## src/rtl/gate_sweep_pkg.sv

```systemverilog
// Shared definitions for the gate sweep controller: FSM states, sweep geometry
// and the golden truth table of the X/Y/Z gate circuit.
package gate_sweep_pkg;

  typedef enum logic [1:0] {
    IDLE   = 2'd0,
    SETTLE = 2'd1,
    SAMPLE = 2'd2,
    DONE   = 2'd3
  } sweep_state_e;

  localparam int unsigned NUM_VECTORS = 8;
  localparam int unsigned IDX_W       = $clog2(NUM_VECTORS);
  localparam int unsigned MISM_W      = $clog2(NUM_VECTORS + 1);
  localparam int unsigned CNT_W       = 4;

  // F = ~X*Y + Y*Z, indexed by {X,Y,Z}
  localparam logic [NUM_VECTORS-1:0] GATE_CIRCUIT_TT = 8'h8C;

  function automatic logic [MISM_W-1:0] popcount(input logic [NUM_VECTORS-1:0] v);
    logic [MISM_W-1:0] c;
    c = '0;
    for (int i = 0; i < NUM_VECTORS; i++) begin
      c = c + MISM_W'(v[i]);
    end
    return c;
  endfunction

endpackage

```

## src/rtl/gate_sweep_cmp.sv

```systemverilog
// Compares a captured truth table against the golden one: overall pass,
// lowest mismatching vector index and mismatch count.
module gate_sweep_cmp
  import gate_sweep_pkg::*;
(
  input  logic [NUM_VECTORS-1:0] tbl,
  input  logic [NUM_VECTORS-1:0] expected,
  output logic                   pass,
  output logic [IDX_W-1:0]       err_idx,
  output logic [MISM_W-1:0]      mism_cnt
);

  logic [NUM_VECTORS-1:0] diff;

  always_comb begin
    diff     = tbl ^ expected;
    pass     = (diff == '0);
    err_idx  = '0;
    // Scan downward so the lowest differing index is the one that sticks
    for (int i = NUM_VECTORS - 1; i >= 0; i--) begin
      if (diff[i]) begin
        err_idx = IDX_W'(i);
      end
    end
    mism_cnt = popcount(diff);
  end

endmodule

```

## src/rtl/gate_sweep_ctrl.sv

```systemverilog
// Walks the gate circuit through all eight {X,Y,Z} vectors, lets each settle,
// samples F into a truth table and grades it against a latched golden table.
module gate_sweep_ctrl
  import gate_sweep_pkg::*;
#(
  parameter int unsigned SETTLE_CYCLES = 2
) (
  input  logic                   clk,
  input  logic                   rst_n,
  input  logic                   start,
  input  logic                   abort,
  input  logic [NUM_VECTORS-1:0] expected,
  input  logic                   f,
  output logic                   x,
  output logic                   y,
  output logic                   z,
  output logic                   busy,
  output logic                   done,
  output logic [NUM_VECTORS-1:0] tbl,
  output logic                   pass,
  output logic [IDX_W-1:0]       err_idx,
  output logic [MISM_W-1:0]      mism_cnt
);

  localparam logic [CNT_W-1:0] CNT_LOAD = CNT_W'(SETTLE_CYCLES);
  localparam logic [IDX_W-1:0] LAST_IDX = IDX_W'(NUM_VECTORS - 1);

  sweep_state_e           state_q;
  logic [IDX_W-1:0]       idx_q;
  logic [CNT_W-1:0]       cnt_q;
  logic [2:0]             xyz_q;
  logic [NUM_VECTORS-1:0] tbl_q;
  logic [NUM_VECTORS-1:0] exp_q;
  logic                   pass_q;
  logic [IDX_W-1:0]       err_idx_q;
  logic [MISM_W-1:0]      mism_cnt_q;

  logic [NUM_VECTORS-1:0] sample_tbl;
  logic                   cmp_pass;
  logic [IDX_W-1:0]       cmp_err_idx;
  logic [MISM_W-1:0]      cmp_mism_cnt;

  // Table as it will look once the current vector's F is captured; grading
  // the last sample's table lets pass/err_idx/mism_cnt be valid with done.
  always_comb begin
    sample_tbl        = tbl_q;
    sample_tbl[idx_q] = f;
  end

  gate_sweep_cmp u_cmp (
    .tbl      (sample_tbl),
    .expected (exp_q),
    .pass     (cmp_pass),
    .err_idx  (cmp_err_idx),
    .mism_cnt (cmp_mism_cnt)
  );

  always_ff @(posedge clk or negedge rst_n) begin
    if (!rst_n) begin
      state_q    <= IDLE;
      idx_q      <= '0;
      cnt_q      <= '0;
      xyz_q      <= '0;
      tbl_q      <= '0;
      exp_q      <= '0;
      pass_q     <= 1'b0;
      err_idx_q  <= '0;
      mism_cnt_q <= '0;
    end else begin
      case (state_q)
        IDLE: begin
          if (start && !abort) begin
            state_q    <= SETTLE;
            idx_q      <= '0;
            cnt_q      <= CNT_LOAD;
            xyz_q      <= '0;
            tbl_q      <= '0;
            exp_q      <= expected;
            pass_q     <= 1'b0;
            err_idx_q  <= '0;
            mism_cnt_q <= '0;
          end
        end

        SETTLE: begin
          if (abort) begin
            state_q <= IDLE;
            xyz_q   <= '0;
            cnt_q   <= '0;
            pass_q  <= 1'b0;
          end else if (cnt_q <= CNT_W'(1)) begin
            state_q <= SAMPLE;
          end else begin
            cnt_q <= cnt_q - CNT_W'(1);
          end
        end

        SAMPLE: begin
          if (abort) begin
            state_q <= IDLE;
            xyz_q   <= '0;
            cnt_q   <= '0;
            pass_q  <= 1'b0;
          end else begin
            tbl_q <= sample_tbl;
            if (idx_q == LAST_IDX) begin
              state_q    <= DONE;
              pass_q     <= cmp_pass;
              err_idx_q  <= cmp_err_idx;
              mism_cnt_q <= cmp_mism_cnt;
            end else begin
              state_q <= SETTLE;
              idx_q   <= idx_q + IDX_W'(1);
              xyz_q   <= 3'(idx_q + IDX_W'(1));
              cnt_q   <= CNT_LOAD;
            end
          end
        end

        DONE: begin
          state_q <= IDLE;
        end

        default: begin
          state_q <= IDLE;
        end
      endcase
    end
  end

  assign {x, y, z} = xyz_q;
  assign busy      = (state_q != IDLE);
  assign done      = (state_q == DONE);
  assign tbl       = tbl_q;
  assign pass      = pass_q;
  assign err_idx   = err_idx_q;
  assign mism_cnt  = mism_cnt_q;

endmodule

```

## config.mk

```make
export PLATFORM = sky130hd
export DESIGN_NAME = gate_sweep_ctrl
export DESIGN_NICKNAME = d
export VERILOG_FILES = /design/src/rtl/gate_sweep_pkg.sv /design/src/rtl/gate_sweep_cmp.sv /design/src/rtl/gate_sweep_ctrl.sv
export SDC_FILE = /design/constraint.sdc
export NUM_CORES = 1
export LEC_CHECK = 0
export CAP_MARGIN = 10
export CORE_MARGIN = 2
export CORE_UTILIZATION = 33
export CTS_CLUSTER_DIAMETER = 60
export CTS_CLUSTER_SIZE = 16
export DETAILED_ROUTE_END_ITERATION = 12
export RECOVER_POWER = 25
export SYNTH_ARGS = -nofsm -noshare
export SYNTH_HDL_FRONTEND = slang
export SYNTH_SLANG_ARGS = --single-unit
export TNS_END_PERCENT = 1
```

## constraint.sdc

```tcl
create_clock -name clk -period 4.8 [get_ports clk]
set_input_delay 1.44 -clock clk [delete_from_list [all_inputs] [get_ports clk]]
set_output_delay 1.44 -clock clk [all_outputs]
set_load 0.01 [all_outputs]
```

==> results.py <==
metrics = {
    "synthesis": {
        "synthCells": 228,
        "synth_edf_count": 0,
        "syn-num-nets": 257,
        "synthXorXnorAreaFrac": 0.03608,
        "syn_area_mm2": 0.002185,
        "synth_top_family_by_area": "compound AO/OA/AOI/OAI gates",
        "synthFlopType": "dfrtp_1",
        "muxShareOfSynthArea": 0.08247,
        "seq_area_frac_synth": 0.4124,
        "synth_warnings": 0,
        "synth-simple-area-share": 0.1455,
        "synth-async-reset-ratio": 1.000,
        "syn_area_per_cell_um2": 9.582,
        "ys_types": 37,
        "synthAdderAreaFrac": 0.1054,
        "ys_seq_elements": 36,
        "synth_compound_area_frac": 0.1615,
    },
    "clock_tree": {
        "clkLatencyLatePin_ns": 0.29,
        "cts_tree": "built",
        "cts_sinks": 36,
        "cts_max_path_buffers": 2,
        "cts_buffers": 5,
        "htree_levels": 2,
        "clk_pin_slew_ns": 0.08,
        "root_buffer": "clkbuf_8",
    },
    "sta": {
        "fin_crit_sh": 0.9502,
        "fin_crit_ns": 4.561,
        "setup_viol": 0,
        "relSlewSlack": -0.3266,
        "fin_ws_ns": 0.2390,
        "fin_skew_ns": 0.01026,
        "worst_slew_pin_slew_ns": 1.990,
        "slew_violations": 37,
        "hold_viol_final": 0,
        "final.setup.tns_ns": 0,
        "fmax_mhz": 219.2,
    },
    "global_routing": {
        "grt_usage": 0.1413,
        "grt_overflow": 0,
        "grt_start_max_net_pins": 37,
        "grt_pass1_wl_um": 8079,
        "grt_pass1_vias": 1659,
        "antenna_found_initial": 0,
    },
    "placement": {
        "portBuffers": 33,
        "dp.final_hpwl_um": 3573,
        "dp_slack_ns": -0.1928,
        "gp_congestion": 0.8610,
        "dpl-instance-area_mm2": 0.002603,
    },
    "finish": {
        "areaGrowthSynthToFinish_pct": 24.46,
        "finalInstanceArea_mm2": 0.002719,
        "antenna_cells": 0,
        "seqCellArea_um2": 900.9,
        "drive_above_1_share": 0.1128,
        "multi_input_area_mm2": 0.001162,
        "fin_nets": 294,
        "fillers": 639,
    },
    "run": {
        "maxCapViolations": 1,
    },
    "worst_setup_path": {
        "worstSetupStartpointType": "input pin",
        "critPathBufInv": 4,
        "crit_chain": "clkdlybuf4s50_1 -> mux2i_1 -> xnor2_1 -> inv_1 -> ha_1 -> inv_1 -> fa_1 -> inv_1 -> fa_1 -> fa_2 -> fa_1 -> xor2_1 -> nand2_1 -> o21ai_1",
        "required_ns": 5.01,
        "cp_slowest_cell": "clkdlybuf4s50_1",
        "cp_max_fo": 3,
        "cp_slowest_stage_delay_ns": 0.51,
        "cp.arrival_ns": 4.77,
        "criticalPathCategory": "in -> reg",
        "cp-end-kind": "flop",
        "cpLargestDelayFamily": "adder cells",
    },
    "power_and_ir_drop": {
        "powerDensity_mw_per_mm2": 549.7,
        "p_total_mw": 1.494,
        "leakage_nw": 1.235,
        "vdd_drop_max_mv": 0.2529,
    },
    "run_status": {
        "violations": "max-capacitance violations, max-slew violations",
        "status": "complete, but fails checks",
    },
    "detailed_routing": {
        "ant_nets": 0,
        "wl_per_cell_um": 14.09,
        "drt_iter0_drc": 62,
        "viasPerCell": 5.064,
        "num_vias": 1737,
        "firstDrtPassIters": 4,
        "wirelength_um": 4833,
        "drc_errors": 0,
    },
    "die": {
        "die_y_um": 85.37,
        "rows": 29,
        "start_util": 0.3421,
        "die_x_um": 85.37,
        "core_mm2": 0.006386,
        "ios": 34,
        "die_area_mm2": 0.007287,
    },
    "worst_hold_path": {
        "hp-class": "reg -> reg",
    },
}
[worst min-delay path, cell delays in order (launching register included)]
cell     delay (ns)
dfrtp_1        0.35
nand2_1        0.05
nand2_1        0.05
[routing by layer]
| metal | wire [um] | part of all wire | vias up | global-route usage |
|---|---|---|---|---|
| met4 | 61 | 0.013 | 0 | 0.04329 |
| met3 | 170 | 0.035 | 4 | 0.03599 |
| met2 | 2197 | 0.45 | 26 | 0.2195 |
| li1 | - | - | 868 | - |
| met5 | 0 | 0 | - | 0 |
| met1 | 2404 | 0.50 | 839 | 0.1941 |
[flip-flops by register name, summed over array words and instances (netlist names)]
signal and flops:
pass 1, tbl 8, xyz_q 3, idx_q 3, state_q 2, exp_q 8, err_idx 3, cnt_q 4
mism_cnt 4
[area by class of cell]
class                      count  area share
inverter                      20     0.02761
sequential                    36      0.3313
clock buffer                   6     0.02669
timing repair buffer          40      0.1385
multi-input combinational    162      0.4275
tap                           77     0.03543
clock inverter                 2     0.01289
[cells by family (layout without fill, tap and decap cells)]
logic type / count (synthesis) / count (layout)
and+or+nand+nor: 65 / 65
AOI/OAI and AO/OA: 55 / 55
DFF: 36 / 36
buffers and inverters: 30 / 68
muxes: 17 / 17
adders and majority gates: 16 / 16
xor gates and xnor gates: 9 / 9
[cells in the final DEF (no fill, tap or decap), types with 2 or more instances in the layout]
cell type | synthesis | routed
or2_2 | 2 | 2
a21oi_1 | 15 | 15
mux2i_1 | 9 | 9
clkdlybuf4s50_1 | 0 | 32
nand2b_1 | 3 | 3
mux2_2 | 8 | 8
clkbuf_1 | 5 | 2
a32o_1 | 4 | 4
o31ai_1 | 3 | 3
dfrtp_1 | 36 | 36
nor2b_1 | 2 | 2
nand3b_1 | 3 | 3
nand2_1 | 25 | 25
nor2_1 | 12 | 12
inv_1 | 20 | 20
o21a_1 | 2 | 2
fa_1 | 4 | 3
ha_1 | 12 | 12
xor2_1 | 4 | 4
nor3_1 | 2 | 2
a22o_1 | 4 | 4
nand3_1 | 9 | 9
a21o_1 | 2 | 2
buf_4 | 2 | 7
o22ai_1 | 6 | 6
xnor2_1 | 5 | 5
o21ai_0 | 15 | 14
a22oi_1 | 2 | 2
clkbuf_8 | 0 | 5
[through the flow]
| stage | util | hold WS, ns | std cells |
|---|---|---|---|
| 2_1_floorplan | - | 0.4750 | 228 |
| 3_3_place_gp | 0.4075 | 0.4517 | 334 |
| 3_5_place_dp | 0.4075 | 0.4582 | 334 |
| 4_1_cts | 0.4244 | 0.4763 | 342 |
| 5_1_grt | 0.4257 | 0.4951 | 343 |
| 6_report | 0.4257 | 0.4687 | 343 |
[cells in the mapped netlist, types with 2 or more instances]
master	instances	share of area
a21o_1	2	0.0069
or2_2	2	0.0057
nand3b_1	3	0.010
fa_1	4	0.037
o21a_1	2	0.0069
a32o_1	4	0.018
nand2_1	25	0.043
o21ai_0	15	0.034
nand3_1	9	0.021
a22o_1	4	0.016
dfrtp_1	36	0.41
buf_2	3	0.0069
nor2b_1	2	0.0057
a21oi_1	15	0.034
nor3_1	2	0.0046
clkbuf_1	5	0.0086
a22oi_1	2	0.0069
buf_4	2	0.0069
nor2_1	12	0.021
inv_1	20	0.034
xnor2_1	5	0.020
mux2i_1	9	0.041
o31ai_1	3	0.010
nand2b_1	3	0.0086
xor2_1	4	0.016
mux2_2	8	0.041
ha_1	12	0.069
o22ai_1	6	0.017
[worst paths after layout]
kind | start | to | slack (ns) | cells past startpoint
max | f | mism_cnt[2] | 0.24 | 14
min | xyz_q[2] | xyz_q[2] | 0.47 | 2
max reg2reg | idx_q[2] | mism_cnt[2] | 0.99 | 14
min reg2reg | xyz_q[2] | xyz_q[2] | 0.47 | 2
max in group asynchronous | rst_n | xyz_q[0] | 1.94 | 1
min in group asynchronous | rst_n | exp_q[0] | 1.69 | 1
[power by group]
group / internal [mW] / total [mW] / switching [mW] / leakage (nW)
Sequential: 0.370 / 0.421 / 0.0508 / 0.479
Combinational: 0.385 / 0.811 / 0.425 / 0.701
Clock: 0.154 / 0.263 / 0.109 / 0.0552
[timing repair]
item                                    4_1_cts  5_1_grt
endpoints found under the setup margin        0        2
hold buffers                                  0        0
setup buffers                                 0        1
gates resized for setup                       0        2
(Power assumes the default switching activity.)
